## src/rtl/alu_pkg.sv

```systemverilog
// rtl/alu_pkg.sv - shared types and helpers for the integer ALU divider
package alu_pkg;

    typedef enum logic [1:0] {
        IDLE  = 2'd0,
        CALC  = 2'd1,
        FIXUP = 2'd2,
        DONE  = 2'd3
    } div_state_t;

    localparam int STEPS_1   = 1;
    localparam int STEPS_2   = 2;
    localparam int STEPS_4   = 4;
    localparam int ABS_MAX_W = 64;

    // Magnitude of the low `width` bits of val; callers truncate the result to their width.
    function automatic logic [ABS_MAX_W-1:0] abs_val(input logic [ABS_MAX_W-1:0] val,
                                                     input int                   width,
                                                     input logic                 is_signed);
        logic [ABS_MAX_W-1:0] res;
        res = val;
        if (is_signed && val[width-1]) begin
            res = ~val + {{(ABS_MAX_W-1){1'b0}}, 1'b1};
        end
        return res;
    endfunction

endpackage

```

## src/rtl/div_step.sv

```systemverilog
// rtl/div_step.sv - one combinational restoring shift/subtract division step
module div_step #(
    parameter int WIDTH = 32
) (
    input  logic [WIDTH-1:0] i_rem,
    input  logic             i_bit,
    input  logic [WIDTH-1:0] i_divisor,
    output logic [WIDTH-1:0] o_rem,
    output logic             o_q
);

    logic [WIDTH:0]   w_shift;
    logic             w_borrow;
    logic [WIDTH-1:0] w_diff;

    assign w_shift  = {i_rem, i_bit};
    // Borrow out of the WIDTH+1-bit subtract; when clear the difference fits in WIDTH bits.
    assign w_borrow = w_shift < {1'b0, i_divisor};
    assign w_diff   = w_shift[WIDTH-1:0] - i_divisor;
    assign o_q      = ~w_borrow;
    assign o_rem    = w_borrow ? w_shift[WIDTH-1:0] : w_diff;

endmodule

```

## src/rtl/iter_divider.sv

```systemverilog
// rtl/iter_divider.sv - multi-cycle signed/unsigned divider, STEPS quotient bits per cycle
module iter_divider
    import alu_pkg::*;
#(
    parameter int WIDTH = 32,
    parameter int STEPS = 1,
    parameter int TAG_W = 5
) (
    input  logic             clk,
    input  logic             rst_ni,
    input  logic             flush_i,
    input  logic             start_i,
    output logic             ready_o,
    input  logic             signed_i,
    input  logic [WIDTH-1:0] dividend_i,
    input  logic [WIDTH-1:0] divisor_i,
    input  logic [TAG_W-1:0] tag_i,
    output logic             valid_o,
    input  logic             ready_i,
    output logic [WIDTH-1:0] quotient_o,
    output logic [WIDTH-1:0] remainder_o,
    output logic             error_o,
    output logic [TAG_W-1:0] tag_o
);

    localparam int ITERS = WIDTH / STEPS;
    localparam int CNT_W = $clog2(ITERS + 1);

    if (!(STEPS == STEPS_1 || STEPS == STEPS_2 || STEPS == STEPS_4) ||
        (WIDTH % STEPS) != 0 || WIDTH < 8 || WIDTH > ABS_MAX_W) begin : g_bad_params
        $error("iter_divider: illegal WIDTH/STEPS combination");
    end

    div_state_t       r_state, w_next;
    logic [CNT_W-1:0] r_cnt;
    logic [WIDTH-1:0] r_rem, r_quo, r_div;
    logic [WIDTH-1:0] r_quotient, r_remainder;
    logic             r_signed, r_sign_a, r_sign_b, r_error;
    logic [TAG_W-1:0] r_tag;

    logic             w_div_zero, w_ovf, w_special;
    logic [WIDTH-1:0] w_abs_a, w_abs_b;
    logic [WIDTH-1:0] w_rem [STEPS+1];
    logic [WIDTH-1:0] w_quo [STEPS+1];
    logic             w_qbit [STEPS];

    assign w_div_zero = (divisor_i == '0);
    assign w_ovf      = signed_i && (dividend_i == {1'b1, {(WIDTH-1){1'b0}}}) && (divisor_i == '1);
    assign w_special  = w_div_zero || w_ovf;
    assign w_abs_a    = WIDTH'(abs_val(ABS_MAX_W'(dividend_i), WIDTH, signed_i));
    assign w_abs_b    = WIDTH'(abs_val(ABS_MAX_W'(divisor_i), WIDTH, signed_i));

    // r_quo doubles as the dividend shift register: dividend bits leave the top, quotient bits enter the bottom.
    assign w_rem[0] = r_rem;
    assign w_quo[0] = r_quo;
    for (genvar gi = 0; gi < STEPS; gi++) begin : g_step
        div_step #(.WIDTH(WIDTH)) u_step (
            .i_rem     (w_rem[gi]),
            .i_bit     (w_quo[gi][WIDTH-1]),
            .i_divisor (r_div),
            .o_rem     (w_rem[gi+1]),
            .o_q       (w_qbit[gi])
        );
        assign w_quo[gi+1] = {w_quo[gi][WIDTH-2:0], w_qbit[gi]};
    end

    always_ff @(posedge clk or negedge rst_ni) begin
        if (!rst_ni) begin
            r_state <= IDLE;
        end else begin
            r_state <= w_next;
        end
    end

    always_comb begin
        w_next  = r_state;
        ready_o = 1'b0;
        valid_o = 1'b0;
        case (r_state)
            IDLE:  begin
                ready_o = 1'b1;
                if (start_i) w_next = w_special ? DONE : CALC;
            end
            CALC:  if (r_cnt == CNT_W'(1)) w_next = FIXUP;
            FIXUP: w_next = DONE;
            DONE:  begin
                valid_o = 1'b1;
                if (ready_i) w_next = IDLE;
            end
            default: w_next = IDLE;
        endcase
        if (flush_i) w_next = IDLE;
    end

    always_ff @(posedge clk or negedge rst_ni) begin
        if (!rst_ni) begin
            r_cnt       <= '0;
            r_rem       <= '0;
            r_quo       <= '0;
            r_div       <= '0;
            r_quotient  <= '0;
            r_remainder <= '0;
            r_signed    <= 1'b0;
            r_sign_a    <= 1'b0;
            r_sign_b    <= 1'b0;
            r_error     <= 1'b0;
            r_tag       <= '0;
        end else if (flush_i) begin
            r_error <= 1'b0;
        end else begin
            case (r_state)
                IDLE: if (start_i) begin
                    r_tag    <= tag_i;
                    r_signed <= signed_i;
                    r_sign_a <= signed_i & dividend_i[WIDTH-1];
                    r_sign_b <= signed_i & divisor_i[WIDTH-1];
                    r_rem    <= '0;
                    r_quo    <= w_abs_a;
                    r_div    <= w_abs_b;
                    r_cnt    <= CNT_W'(ITERS);
                    r_error  <= w_div_zero;
                    if (w_div_zero) begin
                        r_quotient  <= '1;
                        r_remainder <= dividend_i;
                    end else if (w_ovf) begin
                        r_quotient  <= dividend_i;
                        r_remainder <= '0;
                    end
                end
                CALC: begin
                    r_rem <= w_rem[STEPS];
                    r_quo <= w_quo[STEPS];
                    r_cnt <= r_cnt - CNT_W'(1);
                end
                FIXUP: begin
                    r_quotient  <= (r_signed && (r_sign_a ^ r_sign_b) && r_quo != '0) ? -r_quo : r_quo;
                    r_remainder <= (r_signed && r_sign_a && r_rem != '0) ? -r_rem : r_rem;
                end
                default: ;
            endcase
        end
    end

    assign quotient_o  = r_quotient;
    assign remainder_o = r_remainder;
    assign error_o     = r_error;
    assign tag_o       = r_tag;

endmodule

```

## config.mk

```make
export PLATFORM = sky130hd
export DESIGN_NAME = iter_divider
export DESIGN_NICKNAME = d
export VERILOG_FILES = /design/src/rtl/alu_pkg.sv /design/src/rtl/div_step.sv /design/src/rtl/iter_divider.sv
export SDC_FILE = /design/constraint.sdc
export NUM_CORES = 1
export LEC_CHECK = 0
export CORE_MARGIN = 3
export CORE_UTILIZATION = 60
export DETAILED_ROUTE_END_ITERATION = 10
export HOLD_SLACK_MARGIN = 0.06
export PLACE_DENSITY = 0.85
export SETUP_SLACK_MARGIN = 0.02
export SLEW_MARGIN = 20
export SYNTH_ARGS = -nofsm -noshare
export SYNTH_HDL_FRONTEND = slang
export SYNTH_SLANG_ARGS = --single-unit
```

## constraint.sdc

```tcl
create_clock -name clk -period 6.9 [get_ports clk]
set_input_delay 1.725 -clock clk [delete_from_list [all_inputs] [get_ports clk]]
set_output_delay 1.725 -clock clk [all_outputs]
set_load 0.1 [all_outputs]
```

Yosys cells after proc, flatten, opt, wreduce, memory -nomap -nowiden

Cells that the tools add are included.

Register bits: 177
Latch bits: 0
Bits in writable memories: 0
Memory bits (read-only): 0
Bits of input ports: 75
Memories kept: 0

Add/sub/neg operators: 6
Multipliers: 0
Div/mod/pow operators: 0
$lt $le $gt $ge: 1
Equal/unequal tests: 11
Shift-type cells: 0
Mux-type cells: 30
Bitwise logic cells: 7
Reduce and logical (&&, ||, !) cells: 22

Operators with widths:

| operator                                          | count |
|---|---|
| two-way mux 32 bit                                | 13 |
| case mux 32 bit (2 select lines)                  | 4 |
| adder 32 x 1 -> 32 bit (second input constant)    | 2 |
| == test 32 bit (second input constant)            | 2 |
| negator 32 bit                                    | 2 |
| NOT 32 bit                                        | 2 |
| nonzero test 32 bit                               | 2 |
| < comparator 33 x 32 -> 1 bit                     | 1 |
| zero test 32 bit                                  | 1 |
| subtractor 32 bit                                 | 1 |
| inequality test 3 bit (second input constant)     | 4 |
| case mux 6 bit (2 select lines)                   | 1 |
| two-way mux 2 bit                                 | 5 |
| AND reduction 3 bit                               | 3 |
| logical AND 1 bit                                 | 8 |
| case mux 2 bit (4 select lines)                   | 1 |
| nonzero test 2 bit                                | 4 |
| == test 6 x 1 -> 1 bit (second input constant)    | 1 |
| two-way mux 6 bit                                 | 1 |
| subtractor 6 x 1 -> 6 bit (second input constant) | 1 |
| two-way mux 1 bit                                 | 5 |
| == test 2 bit (second input constant)             | 2 |
| AND reduction 4 bit                               | 1 |
| AND 1 bit                                         | 2 |
| other kinds (7)                                   | 8 |

Longest topological paths before layout

Gate-level depths: netlist of run 1.

Word-level depth: 8
Gate-level depth with buffers: 14
Depth with buffers taken out: 12

By module

Synthesis of run 1 repeated with hierarchy kept, for this count alone.

Cells, all modules: 1564
Area total of the unflattened synthesis: 12856.1 µm²

Modules (own cells, without submodules):

| module       | times used | cells each | area each (µm²) | sequential area each (µm²) |
|---|---|---|---|---|
| iter_divider | 1          | 1254       | 10816.6         | 4429.2 |
| div_step     | 1          | 310        | 2039.5          | 0.0 |

Worst setup path before layout of run 1

OpenSTA, ideal clock, no wires.

Path type: in2reg
From: input port dividend_i[10]
To: register r_quotient[10], in the netlist quotient_o[10]
Setup time: 123 ps
Arrival time: 3937 ps
Required time: 6777 ps
Slack: 2840 ps
Stages: 11
Buffers on the path: 3
Cell sequence: or4_4 > or4_1 > buf_2 > nand4bb_1 > o21ai_1 > and2b_1 > nor3b_2 > o22a_1 > buf_6 > buf_8 > a21oi_2

Longest elaborated chain between the ends: 5

RTL lines:

| item                            | RTL line            | RTL |
|---|---|---|
| start, declared                 | iter_divider.sv:15  | `input logic [WIDTH-1:0] dividend_i,` |
| == test 32 bit                  | iter_divider.sv:48  | `assign w_ovf = signed_i && (dividend_i == {1'b1, {(WIDTH-1){1'b0}}}) && (divisor_i == '1);` |
| logical AND 1 bit (2 in series) | iter_divider.sv:48  |  |
| inequality test 3 bit (no line) | n/a                 |  |
| AND reduction 4 bit (no line)   | n/a                 |  |
| end signal, assigned            | iter_divider.sv:126 | `r_quotient <= dividend_i;` |
| end signal, assigned            | iter_divider.sv:136 | `r_quotient <= (r_signed && (r_sign_a ^ r_sign_b) && r_quo != '0) ? -r_quo : r_quo;` |
| end, declared                   | iter_divider.sv:37  | `logic [WIDTH-1:0] r_quotient, r_remainder;` |

Several ways; a longest one is shown, not always the timed one. The select of a mux whose other input is x is not followed.
A chain may end at the register's enable or synchronous reset.

Worst setup path in the final report of run 1

From: input port divisor_i[14]
To: register r_quotient[16], in the netlist quotient_o[16]

Longest elaborated chain between the ends: 4

RTL lines:

| item                                                                                     | RTL line                                | RTL |
|---|---|---|
| start, declared                                                                          | iter_divider.sv:16                      | `input logic [WIDTH-1:0] divisor_i,` |
| == test 32 bit / zero test 32 bit (equally long branches)                                | iter_divider.sv:48, iter_divider.sv:47  |  |
| logical AND 1 bit / two-way mux 32 bit (equally long branches)                           | iter_divider.sv:48, iter_divider.sv:122 |  |
| inequality test 3 bit (no line) / two-way mux 32 bit (equally long branches)             | n/a                                     |  |
| AND reduction 4 bit (no line) / case mux 32 bit (2 select lines) (equally long branches) | n/a                                     |  |

Several ways; a longest one is shown, not always the timed one. The select of a mux whose other input is x is not followed.

==> results.toml, run 1 <==
[final_layout]
instances_no_fill = 1887
fin_util = 0.717
diodes = 0
final_area_um2 = 14600
layout-drive-gt1-share = 0.0625
synthToLayoutAreaGrowth_pct = 17.2
fin_nets = 1723
fillers = 1651

[power_and_ir_drop]
powerDensity_nw_per_um2 = 349
power_frac_clock = 0.195
internal-power_w = 0.00267
static-leakage-power_nw = 6.21
ir_drop_v = 0.000205
seqPwrFrac = 0.312
switching_share = 0.475
combinationalPowerShare = 0.493
switchingPower_w = 0.00242

[place]
placed_cells = 1855
gp_congestion = 0.938
port_buffers = 146
placed_area_um2 = 14000
hpwl_mm = 25.2

[sta]
setup_tns_ps = 0
hold_viol = 0
timing.fmax_mhz = 200
fin_skew_ps = 15.7
min_period_ps = 4990
setup_viol = 0
rsz0062_at_grt = "no"
worstMarginPinSlew_ps = 999
maxSlewViolCount = 0
relSlewSlack = 0.332
fin_crit_sh = 0.723

[clock_network]
cts.clk_slew.worst_paths_ps = 70
ctsResizeCount = 0
cts_buffers = 17
cts_tree = "yes"
clk_latency_ps = 440
cts_hold_buffers = 0
h-tree-depth = 4
post_cts_buffers = 0
cts.root.buffer_cell = "clkbuf_16"
cts_buffer_depth = 2
numClockSinks = 177

[setup_path]
cp_max_fo = 31
crit_arrival_ps = 5360
crit_type = "input pin to flop"
crit_path_start_kind = "input pin"
cp.required_ps = 7270
critPathBufInv = 2
crit_slowest_cell = "or4b_1"
critical-path-top-delay-family = "simple AND/OR/NAND/NOR gates"
worst_path_largest_cell_delay_ps = 530
path_cells = "clkdlybuf4s50_1 -> nor4_1 -> or4b_1 -> nand4b_1 -> o21ai_1 -> and2b_1 -> a21o_1 -> buf_4 -> o311ai_0 -> nand2_1"
end_kind = "flop"

[drt]
dr.pass1.iters = 6
vias = 11500
drt-wirelength-per-cell_um = 17.9
drc = 0
vias_per_cell = 6.10
ant_nets = 0
wirelength_mm = 33.9
drt_iter0_markers = 1065

[floorplan]
dieArea_um2 = 22500
die_height_um = 150
rows = 52
initial_core_util = 0.612
core_area_um2 = 20300
io_pins = 147
die_x_um = 150

[run]
cap_violations = 0

[logic_synthesis]
yosys_register_bits = 177
synth_flop_cell = "dfrtp_1"
avgSynthCellArea_um2 = 8.21
synth.distinct_cells = 73
yosysWarnings = 0
yosysSeqAreaShare = 0.357
synth-edff-count = 0
syn_nets = 1632
synth_cells = 1513
synth_area_um2 = 12400
async_flop_share = 1.00

[outcome]
outcome = "completed"

[grt]
grt_pass1_vias = 11000
grt_pass1_wl_mm = 54.2
grtUsageTotal = 0.300
grt-ovfl-total = 0
grt_antenna_before_repair = 0
grt_max_degree = 120

[worst_hold_path]
hold_path_class = "flop to flop"
## final cells by class
class                   instances  area [um^2]  share of cell area
clock buffers                  19          443              0.0304
clock inverters                13          153              0.0105
inverters                      58          218              0.0150
multi-input cells            1191         7410               0.509
flip-flops and latches        177         4430               0.304
well taps                     270          338              0.0232
repair buffers                159         1570               0.108
## tightest hold or removal path: stages, from the launching register on
cell and delay [ps]:
dfrtp_1 340, nand2_1 50, o21ai_0 60
## layer usage
metal	vias to the layer above	part of all wire	track usage
met5	-	0	0
met1	5406	0.41	0.378
met2	452	0.49	0.524
met4	0	0.034	0.123
li1	5562	-	-
met3	95	0.059	0.0342
## stage by stage
step,hold slack (ps),setup WS [ps],power [W]
final,479,1910,0.00508
after global routing,503,1700,0.00539
after CTS,480,1990,0.00507
after detailed placement,465,1550,0.00406
after global placement,461,1610,0.00400
after floorplan,450,2840,0.00344
## power by group through the flow
stage	combinational [W]	sequential, W	clock [W]
after floorplan	0.00133	0.00211	0
after global placement	0.00242	0.00158	0
after detailed placement	0.00246	0.00160	0
after CTS	0.00249	0.00158	0.000994
after global routing	0.00272	0.00162	0.00104
final	0.00251	0.00159	0.000990
## flip-flops by register name, indices dropped and copies added (netlist names), 2 cells and up
register,cells
quotient_o,32
tag_o,5
r_state,2
r_cnt,6
remainder_o,32
r_quo,32
r_rem,32
r_div,32
## logic make-up after synthesis
| logic type | count (synthesis) | share of synthesized area |
|---|---|---|
| buffers and inverters | 145 | 0.0492 |
| xor gates and xnor gates | 147 | 0.104 |
| adders and majority gates | 44 | 0.0449 |
| muxes | 29 | 0.0241 |
| DFF | 177 | 0.357 |
| and+or+nand+nor | 531 | 0.199 |
| AOI/OAI and AO/OA | 440 | 0.223 |
## worst paths after layout
check / startpoint / endpoint / slack [ps] / cells after the start
worst max-delay path: divisor_i[14] / quotient_o[16] / 1910 / 10
worst min-delay path: r_div[2] / r_div[2] / 480 / 2
worst max register to register: r_quo[31] / r_rem[30] / 3340 / 12
worst min register to register: r_div[2] / r_div[2] / 480 / 2
max in group asynchronous: rst_ni / r_rem[29] / 4230 / 2
min in group asynchronous: rst_ni / remainder_o[10] / 1380 / 1
## synthesized netlist by cell type (all sizes together), types with 19 or more instances
library cell	instances	area, um^2
a31oi	22	138
xnor2	76	666
buf	23	153
dfrtp	177	4430
a22oi	22	165
nor3	33	170
nor2	167	627
a21o	21	158
ha	43	538
nand3	19	95.1
xor2	71	622
o21ai	142	711
mux2i	22	220
a21oi	131	731
nor4	23	159
nand2	191	717
clkbuf	64	240
inv	58	218
## cells in the final DEF, fill, tap and decap left out, types with 22 or more instances in the layout
cell type,n
a21oi_1,109
ha_1,41
o21ai_0,125
nand2_1,191
xnor2_1,76
inv_1,58
clkdlybuf4s50_1,145
nor4_1,22
a31oi_1,22
nor3_1,32
a22oi_1,22
dfrtp_1,177
xor2_1,71
mux2i_1,22
nor2_1,166
Note: power is estimated with default switching activity, not from simulation.
==> run 2: changes to the inputs <==
- CORE_UTILIZATION: 60 -> 57
- PLACE_DENSITY: 0.85 -> 0.81
- clock period: 6.9 -> 4.7 ns (I/O delays scaled with it)
==> results.toml, run 2 (same netlist as run 1, synthesis figures left out) <==
[outcome]
outcome = "completed"

[power_and_ir_drop]
static-leakage-power_nw = 6.29
ir_drop_v = 0.000253
seqPwrFrac = 0.308
power_frac_clock = 0.203
finalPower_w = 0.00758
switchingPower_w = 0.00356
combinationalPowerShare = 0.488
powerDensity_nw_per_um2 = 514
switching_share = 0.470
internal-power_w = 0.00402

[drt]
ant_nets = 0
drt_iter0_markers = 967
drc = 0
vias_per_cell = 6.12
wirelength_mm = 35.0
dr.pass1.iters = 7
drt-wirelength-per-cell_um = 18.4
vias = 11700

[worst_hold_path]
hold_path_class = "flop to flop"

[sta]
maxSlewViolCount = 0
hold_viol = 0
setup_ws_ps = 700
setup_viol = 0
worstMarginPinSlew_ps = 1010
timing.fmax_mhz = 250
setup_tns_ps = 0
min_period_ps = 4000
relSlewSlack = 0.325
fin_crit_sh = 0.851
fin_skew_ps = 14.8
rsz0062_at_grt = "no"

[grt]
grt_pass1_wl_mm = 57.3
grt-ovfl-total = 0
use_met2 = 0.492
grtUsageTotal = 0.294
grt_max_degree = 110
gr-max-usage-layer = "met2"
grt_antenna_before_repair = 0
grt_pass1_vias = 11200
met3_usage = 0.0400
grtUsageMet1 = 0.389

[final_layout]
layout-drive-gt1-share = 0.0699
fin_nets = 1737
seq_area_um2 = 4430
mostFrequentLayoutCells = "nand2_1, dfrtp_1, nor2_1, clkdlybuf4s50_1, o21ai_0"
diodes = 0
layout_commonest_cell = "nand2_1"
final_area_um2 = 14700
multi_input_area_um2 = 7410
fin_util = 0.694
fillers = 1790
synthToLayoutAreaGrowth_pct = 18.6

[clock_network]
cts_hold_buffers = 0
cts.root.buffer_cell = "clkbuf_16"
numClockSinks = 177
h-tree-depth = 4
cts_buffers = 17
cts_buffer_depth = 2
cts.clk_slew.worst_paths_ps = 60
post_cts_buffers = 0
ctsResizeCount = 0
cts_tree = "yes"
clk_latency_ps = 440

[floorplan]
initial_core_util = 0.585
core_area_um2 = 21200
die_height_um = 154
io_pins = 147
dieArea_um2 = 23600
rows = 53
die_x_um = 154

[place]
gp_congestion = 0.977
placed_area_um2 = 14100
pre_cts_ws_ps = 324
hpwl_mm = 26.5
port_buffers = 146

[setup_path]
crit_path_start_kind = "input pin"
crit_type = "input pin to flop"
crit_slowest_cell = "clkdlybuf4s50_1"
cp_max_fo = 10
path_cells = "clkdlybuf4s50_1 -> inv_1 -> ha_1 -> or4b_1 -> or3_1 -> nand4bb_1 -> o21ai_1 -> and2b_1 -> a21o_1 -> buf_4 -> nor2_1 -> a31oi_1"
worst_path_largest_cell_delay_ps = 480
cp.required_ps = 5060
critical-path-top-delay-family = "simple AND/OR/NAND/NOR gates"
end_kind = "flop"
crit_arrival_ps = 4360
critPathBufInv = 3

[run]
cap_violations = 0
[run 2: changes by cell type in the layout (fill, tap and decap cells not counted), sizes merged]
cell / change
buf: +14
bufinv: +2
clkbuf: -1
clkinv: -3
inv: +1
[run 2: tightest hold or removal path, cell delays in order (launching register included)]
cell     delay [ps]
dfrtp_1         340
nand2_1          50
o21ai_0          60
[run 2: through the flow]
step / hold WS, ps / std cells
2_1_floorplan: 450 / 1513
3_3_place_gp: 462 / 1874
3_5_place_dp: 470 / 1874
4_1_cts: 485 / 1905
5_1_grt: 510 / 1905
6_report: 480 / 1905
[run 2: metal layers]
| metal | share of wire | up-vias |
|---|---|---|
| met5 | 0 | - |
| met4 | 0.036 | 0 |
| met3 | 0.056 | 106 |
| met2 | 0.49 | 456 |
| met1 | 0.42 | 5521 |
| li1 | - | 5578 |
[run 2: power by group through the flow]
stage               sequential [W]  combinational [W]  clock (W)
floorplan                  0.00309            0.00196          0
global placement           0.00233            0.00359          0
detailed placement         0.00235            0.00365          0
CTS                        0.00233            0.00368    0.00155
global route               0.00240            0.00402    0.00162
finish                     0.00234            0.00370    0.00154
[run 2: final timing paths]
| kind | slack [ps] | cells after the start | end | from |
|---|---|---|---|---|
| max | 700 | 12 | remainder_o[16] | dividend_i[0] |
| min | 480 | 2 | r_div[15] | r_div[15] |
| max reg2reg | 1050 | 12 | r_rem[30] | r_quo[31] |
| min reg2reg | 480 | 2 | r_div[15] | r_div[15] |
| max in group asynchronous | 2940 | 2 | r_rem[11] | rst_ni |
| min in group asynchronous | 870 | 1 | quotient_o[10] | rst_ni |
[run 2: layout make-up]
class / instances / share of cell area
clock inverter: 13 / 0.0133
sequential: 177 / 0.301
timing repair buffer: 173 / 0.116
inverter: 58 / 0.0148
multi-input combinational: 1191 / 0.503
tap: 275 / 0.0234
clock buffer: 18 / 0.0291
==> run 3: changes to the inputs <==
- ABC_CLOCK_PERIOD_IN_PS: not set -> 4700
==> results of run 3 <==
No change in the layout: final DEF, timing and power equal those of run 2.
